===== src/rtl/gearbox_pkg.sv =====
// -----------------------------------------------------------------------------
// gearbox_pkg
//
// Shared definitions for the unit-granular gearbox (gearbox_nm) and its unit
// shift buffer (gearbox_unitbuf).
//
//   UNIT_W_DEF     default number of bits per unit
//   level_width()  number of bits needed to hold a count in 0..max_level
//
// The GEARBOX_CHECK_PARAMS macro expands to a generate-time check. Place it in
// a module body. It rejects buffer depths that cannot hold a partial output
// word plus a whole input word.
// -----------------------------------------------------------------------------
package gearbox_pkg;

  localparam int UNIT_W_DEF = 16;

  // Width of a counter that must represent every value 0..max_level.
  function automatic int level_width(input int max_level);
    return (max_level < 1) ? 1 : $clog2(max_level + 1);
  endfunction

endpackage

`ifndef GEARBOX_CHECK_PARAMS
`define GEARBOX_CHECK_PARAMS(buf_u, in_u, out_u) \
  if (((in_u) < 1) || ((out_u) < 1) || ((buf_u) < (in_u) + (out_u) - 1)) begin : g_bad_params \
    $error("gearbox: illegal units, need IN_UNITS>=1, OUT_UNITS>=1, BUF_UNITS>=IN_UNITS+OUT_UNITS-1"); \
  end
`endif


===== src/rtl/gearbox_unitbuf.sv =====
// -----------------------------------------------------------------------------
// gearbox_unitbuf
//
// A BUF_UNITS-deep array of UNIT_W-bit registers. Unit 0 is the oldest unit.
// The array supports two operations in one cycle. The pop is applied first and
// the insert second.
//   pop  : shift every unit down by OUT_UNITS positions and zero the top.
//   push : write the IN_UNITS units of in_data starting at unit 'offset'.
//          The caller supplies the offset as the level after any pop.
//   clr  : clear the whole array. It overrides pop and push.
// Unused positions stay zero. A pop zero-fills the top, and a push writes
// only units that sit directly above the valid data.
//
// Ports
//   clk, reset  clock and asynchronous active-high reset
//   clr         synchronous clear
//   pop, push   operation strobes, already qualified by the caller
//   offset      first unit written by a push
//   in_data     IN_UNITS units, unit 0 in the LSBs
//   out_data    the lowest OUT_UNITS units, taken from the registers
// -----------------------------------------------------------------------------
module gearbox_unitbuf
  import gearbox_pkg::*;
#(
  parameter int UNIT_W    = UNIT_W_DEF,
  parameter int IN_UNITS  = 3,
  parameter int OUT_UNITS = 4,
  parameter int BUF_UNITS = 9,
  parameter int OFF_W     = 4
) (
  input  logic                          clk,
  input  logic                          reset,
  input  logic                          clr,
  input  logic                          pop,
  input  logic                          push,
  input  logic [OFF_W-1:0]              offset,
  input  logic [IN_UNITS*UNIT_W-1:0]    in_data,
  output logic [OUT_UNITS*UNIT_W-1:0]   out_data
);

  logic [UNIT_W-1:0] units_q [BUF_UNITS];
  logic [UNIT_W-1:0] units_d [BUF_UNITS];

  always_comb begin
    // NOTE: the whole array gets a default before any conditional update, so
    // every path assigns every element and no latch is inferred.
    units_d = units_q;

    if (pop) begin
      for (int i = 0; i < BUF_UNITS - OUT_UNITS; i++) begin
        units_d[i] = units_q[i + OUT_UNITS];
      end
      for (int i = BUF_UNITS - OUT_UNITS; i < BUF_UNITS; i++) begin
        units_d[i] = '0;
      end
    end

    // The insert compares against constant positions instead of indexing by
    // the offset. This keeps every array index a constant after unrolling.
    if (push) begin
      for (int i = 0; i < BUF_UNITS; i++) begin
        for (int j = 0; j < IN_UNITS; j++) begin
          if (int'(offset) + j == i) begin
            units_d[i] = in_data[j*UNIT_W +: UNIT_W];
          end
        end
      end
    end

    if (clr) begin
      units_d = '{default: '0};
    end
  end

  always_comb begin
    out_data = '0;
    for (int k = 0; k < OUT_UNITS; k++) begin
      out_data[k*UNIT_W +: UNIT_W] = units_q[k];
    end
  end

  // NOTE: this data array is reset on purpose. The buffer contents are
  // architecturally zero after reset, and a reset in mid-stream must discard
  // everything buffered.
  always_ff @(posedge clk or posedge reset) begin
    if (reset) begin
      units_q <= '{default: '0};
    end else begin
      // NOTE: sequential state is updated only with non-blocking assignments,
      // so every flop samples its pre-edge value regardless of process order.
      units_q <= units_d;
    end
  end

endmodule


===== src/rtl/gearbox_nm.sv =====
// -----------------------------------------------------------------------------
// gearbox_nm
//
// Unit-granular width converter between a PCS upper layer and a lower layer.
// It accepts IN_UNITS x UNIT_W-bit words and emits OUT_UNITS x UNIT_W-bit
// words through a BUF_UNITS-deep unit shift buffer. The default configuration
// converts 48-bit words to 64-bit words. Each cycle applies a pop first and a
// push second, so both can happen at any fill level.
//
// Ports
//   clk, reset      clock and asynchronous active-high reset
//   in_enable       global advance. When low, all state holds (flush still acts)
//   flush           synchronous clear of buffer, level and overflow flag
//   in_data         upper-layer word. Unit 0 is in the LSBs and is sent first
//   in_datavalid    in_data is present
//   in_ready        the buffer can absorb one input word (registered state only)
//   in_aligned      fill_level is a multiple of IN_UNITS
//   out_data        lowest OUT_UNITS buffer units
//   out_datavalid   out_data is transferred this cycle
//   out_ready       the lower layer accepts a word
//   fill_level      number of units held
//   overflow_err    sticky flag. An input word was dropped while not ready
// -----------------------------------------------------------------------------
module gearbox_nm
  import gearbox_pkg::*;
#(
  parameter int UNIT_W    = UNIT_W_DEF,
  parameter int IN_UNITS  = 3,
  parameter int OUT_UNITS = 4,
  parameter int BUF_UNITS = 9
) (
  input  logic                              clk,
  input  logic                              reset,
  input  logic                              in_enable,
  input  logic                              flush,
  input  logic [IN_UNITS*UNIT_W-1:0]        in_data,
  input  logic                              in_datavalid,
  output logic                              in_ready,
  output logic                              in_aligned,
  output logic [OUT_UNITS*UNIT_W-1:0]       out_data,
  output logic                              out_datavalid,
  input  logic                              out_ready,
  output logic [level_width(BUF_UNITS)-1:0] fill_level,
  output logic                              overflow_err
);

  `GEARBOX_CHECK_PARAMS(BUF_UNITS, IN_UNITS, OUT_UNITS)

  // Level arithmetic uses enough headroom for BUF_UNITS + OUT_UNITS, so the
  // intermediate sums never wrap.
  localparam int LVL_W  = level_width(BUF_UNITS + OUT_UNITS);
  localparam int FILL_W = level_width(BUF_UNITS);

  localparam logic [LVL_W-1:0] IN_L      = LVL_W'(IN_UNITS);
  localparam logic [LVL_W-1:0] OUT_L     = LVL_W'(OUT_UNITS);
  localparam logic [LVL_W-1:0] BUF_L     = LVL_W'(BUF_UNITS);
  localparam logic [LVL_W-1:0] READY_MAX = LVL_W'(BUF_UNITS - IN_UNITS);

  logic [LVL_W-1:0] fill_level_q;
  logic [LVL_W-1:0] fill_level_d;
  logic             overflow_err_q;
  logic             overflow_err_d;

  logic             pop;
  logic             push;
  logic             drop;
  logic [LVL_W-1:0] post_pop_lvl;

  always_comb begin
    // in_ready depends on the registered level only. It never depends on
    // out_ready, so the upper layer sees no combinational path from the
    // lower layer.
    in_ready   = (fill_level_q <= READY_MAX);
    in_aligned = ((fill_level_q % IN_L) == '0);

    pop  = in_enable && !flush && out_ready && (fill_level_q >= OUT_L);
    push = in_enable && !flush && in_datavalid && in_ready;
    drop = in_enable && !flush && in_datavalid && !in_ready;

    // The push lands directly above whatever survives this cycle's pop.
    post_pop_lvl = pop ? (fill_level_q - OUT_L) : fill_level_q;

    fill_level_d = push ? (post_pop_lvl + IN_L) : post_pop_lvl;
    if (flush) begin
      fill_level_d = '0;
    end

    overflow_err_d = flush ? 1'b0 : (overflow_err_q || drop);
  end

  always_ff @(posedge clk or posedge reset) begin
    if (reset) begin
      fill_level_q   <= '0;
      overflow_err_q <= 1'b0;
    end else begin
      fill_level_q   <= fill_level_d;
      overflow_err_q <= overflow_err_d;
    end
  end

  gearbox_unitbuf #(
    .UNIT_W    (UNIT_W),
    .IN_UNITS  (IN_UNITS),
    .OUT_UNITS (OUT_UNITS),
    .BUF_UNITS (BUF_UNITS),
    .OFF_W     (LVL_W)
  ) u_unitbuf (
    .clk      (clk),
    .reset    (reset),
    .clr      (flush),
    .pop      (pop),
    .push     (push),
    .offset   (post_pop_lvl),
    .in_data  (in_data),
    .out_data (out_data)
  );

  assign out_datavalid = pop;
  assign fill_level    = fill_level_q[FILL_W-1:0];
  assign overflow_err  = overflow_err_q;

  a_level_bound: assert property (@(posedge clk) disable iff (reset)
    fill_level_q <= BUF_L)
    else $error("gearbox_nm: fill level above buffer depth");

  a_no_underflow: assert property (@(posedge clk) disable iff (reset)
    pop |-> (fill_level_q >= OUT_L))
    else $error("gearbox_nm: pop with fewer than OUT_UNITS units");

endmodule

===== config.mk =====
export PLATFORM = sky130hd
export DESIGN_NAME = gearbox_nm
export DESIGN_NICKNAME = d
export VERILOG_FILES = /design/src/rtl/gearbox_pkg.sv /design/src/rtl/gearbox_unitbuf.sv /design/src/rtl/gearbox_nm.sv
export SDC_FILE = /design/constraint.sdc
export NUM_CORES = 1
export LEC_CHECK = 0
export ABC_CLOCK_PERIOD_IN_PS = 6300
export CAP_MARGIN = 10
export CORE_MARGIN = 2
export CORE_UTILIZATION = 40
export CTS_CLUSTER_SIZE = 40
export DETAILED_ROUTE_END_ITERATION = 6
export SETUP_SLACK_MARGIN = 0.05
export SYNTH_ARGS = -nofsm -noshare
export SYNTH_HDL_FRONTEND = slang
export SYNTH_HIERARCHICAL = 1
export SYNTH_SLANG_ARGS = --single-unit
export TNS_END_PERCENT = 20

===== constraint.sdc =====
create_clock -name clk -period 6.3 [get_ports clk]
set_clock_uncertainty 0.2 [all_clocks]
set_input_delay 1.26 -clock clk [delete_from_list [all_inputs] [get_ports clk]]
set_output_delay 1.26 -clock clk [all_outputs]
set_load 0.03 [all_outputs]

==> flow_summary.ini <==
[run_status]
status = completed

[clocking]
post_cts.repair.setup_buffers = 0
worstSkewPairLatency_ns = 0.43
cts_sinks = 149
clockBufferDepth = 2
cts_buffers = 17
cts_hold_buf = 0
htree_levels = 4
post_cts_resized = 0
cts_tree = done
clk_pin_slew_ns = 0.06
cts_root_buf = clkbuf_16

[floorplanning]
fp.dieH_um = 180.6
core_mm2 = 0.03067
initial_utilization = 0.4067
dieArea_mm2 = 0.03261
io_pins = 126
chipWidth_um = 180.6
rows = 64

[synth]
syn_nets = 1523
synthFlopType = dfrtp_1
synthCells = 1460
synth_top_area_cell = dfrtp_1
synth_area_mm2 = 0.01247
syn_avg_cell_area_um2 = 8.544
synth_top_area_share = 0.2989
async_flop_share = 1.000
synth_area_leaders = dfrtp_1 30%, mux2_2 13%, a311oi_1 6.7%
synth_edf_count = 0
yosys_warnings = 6
ys_types = 67
ys_seq_area_frac = 0.2989
ys_seq_elements = 149

[power_and_ir_drop]
pwr_density_cell_mw_per_mm2 = 197.5
comb_power_share = 0.229
p_leak_nw = 5.486
p_sw_mw = 0.8871
peakVddDrop_v = 0.0001158
power.total_mw = 2.756
p_seq_frac = 0.374
intPower_mw = 1.868
netSwitchingFraction = 0.3219
clkPwrFrac = 0.396

[critical_path]
crit_path_start = fill_level[0]
cp.arrival_ns = 3.96
path_max_fanout = 28
critPathRequiredTime_ns = 4.84
r2r_start = fill_level[2]
rr_worst_depth = 10
endpoint = in_aligned
critPathKind = flip-flop to output pin
critPathCaptureType = output pin
r2r_end = u_unitbuf/out_data[44]
start_kind = flip-flop
rrSetupSlack_ns = 1.69

[job]
maxCapViolations = 0

[drt]
wl_mm = 43.19
drt.antenna.violating_nets = 0
drt_iter0_markers = 1556
route.detailed.drc = 0
wl_per_cell_um = 23.70
viasPerCell = 6.405
vias = 11670
dr.pass1.iters = 6

[sta]
worst_slack_ns = 0.8779
finalSetupViolations = 0
fmaxAchievable_mhz = 184.4
fin_tns_setup_ns = 0
tightest_slew_ns = 1.070
hold_violations = 0
fin_crit_ns = 5.422
slew_violations = 0
rsz0062_at_grt = no
period_share = 0.8607
slew_headroom = 0.2868

[layout]
ff_latch_area_mm2 = 0.003729
syn_to_final_growth_pct = 11.84
multiInputGateArea_mm2 = 0.007486
final_cell_mix = 149 x dfrtp_1, 145 x mux2_2, 124 x clkdlybuf4s50_1
n_antenna_cell = 0
drive_gt1_frac = 0.1683
final_common_cell = dfrtp_1
fill_cells = 2923
final_nets = 1476

[grt]
grt-ovfl-total = 0
grt_pass1_vias = 11010
grt_pass1_wl_mm = 66.96
grt_start_max_net_pins = 146
antenna_found_initial = 0
track_usage = 0.2581

[placement]
dp_hpwl_mm = 27.56
place_ws_ns = 0.9852
port_buffers = 125
place.gp.congestion = 0.8581

[worst_hold_path]
hp-class = flip-flop to flip-flop
==> cell type report <==
cell class,count,share of cell area
repair buffers,161,0.1098
inverters,27,0.007623
clock buffers,18,0.03076
flip-flops and latches,149,0.2673
clock inverters,14,0.01247
well taps,396,0.03552
multi-input cells,1057,0.5366
==> worst max-delay path, cell delays in order, from the launching register on <==
cell             delay [ns]
dfrtp_1                0.92
inv_1                  0.20
ha_1                   0.31
a21boi_1               0.22
xnor2_1                0.18
ha_1                   0.26
nor2b_1                0.16
nand2_1                0.08
a2111oi_0              0.38
a211o_1                0.16
clkdlybuf4s50_1        0.66
==> synthesized netlist by cell type, drive strengths merged, types with 36 or more instances <==
master  number
nor2b       71
clkbuf     109
nor2       106
dfrtp      149
o211ai      66
o22ai       63
nand2      100
nand2b      51
nand3       36
buf        118
o21ai       52
a21oi       51
mux2       147
a311oi      95
==> routing by layer <==
| layer | up-vias | GRT usage | part of all wire |
|---|---|---|---|
| li1 | 5267 | - | - |
| met1 | 5671 | 0.3866 | 0.46 |
| met2 | 664 | 0.3791 | 0.43 |
| met3 | 68 | 0.03840 | 0.088 |
| met4 | 0 | 0.08258 | 0.023 |
| met5 | - | 0 | 0 |
==> flip-flops by register name, summed over array words and instances, names as in the netlist <==
signal              flops
u_unitbuf/units_q      80
overflow_err            1
u_unitbuf/out_data     64
fill_level              4
==> through the flow <==
step                utilization  instances  cell area (um^2)  hold slack [ns]
floorplan                     -       1460             12470           0.2933
global placement         0.4352       1790             13350           0.2929
detailed placement       0.4352       1790             13350           0.2938
CTS                      0.4549       1822             13950           0.3123
global route             0.4549       1822             13950           0.3578
finish                   0.4549       1822             13950           0.3028
==> logic make-up (layout without fill, tap and decap cells) <==
| family | count (synthesis) | in the layout | share of synthesized area |
|---|---|---|---|
| muxes | 178 | 178 | 0.1576 |
| xor gates and xnor gates | 6 | 6 | 0.004815 |
| AOI/OAI and AO/OA | 412 | 412 | 0.2391 |
| adders and majority gates | 9 | 9 | 0.009027 |
| buffers and inverters | 254 | 220 | 0.1052 |
| and+or+nand+nor | 452 | 452 | 0.1854 |
| DFF | 149 | 149 | 0.2989 |
==> power by group through the flow <==
stage,Sequential (mW),Combinational (mW),Clock (mW)
floorplan,1.03,0.447,0
global placement,1.05,0.610,0
detailed placement,1.05,0.620,0
CTS,1.03,0.623,1.10
global route,1.04,0.680,1.14
finish,1.03,0.632,1.09
==> worst min-delay path by stage <==
stage                               start               endpoint  slack (ns)  cells past startpoint
global route                 overflow_err           overflow_err        0.36                      2
finish                       overflow_err           overflow_err        0.30                      2
floorplan           u_unitbuf/units_q[48]  u_unitbuf/units_q[48]        0.29                      2
global placement             overflow_err           overflow_err        0.29                      2
CTS                          overflow_err           overflow_err        0.31                      2
detailed placement           overflow_err           overflow_err        0.29                      2
No activity file was read; power rests on OpenSTA's default activity.
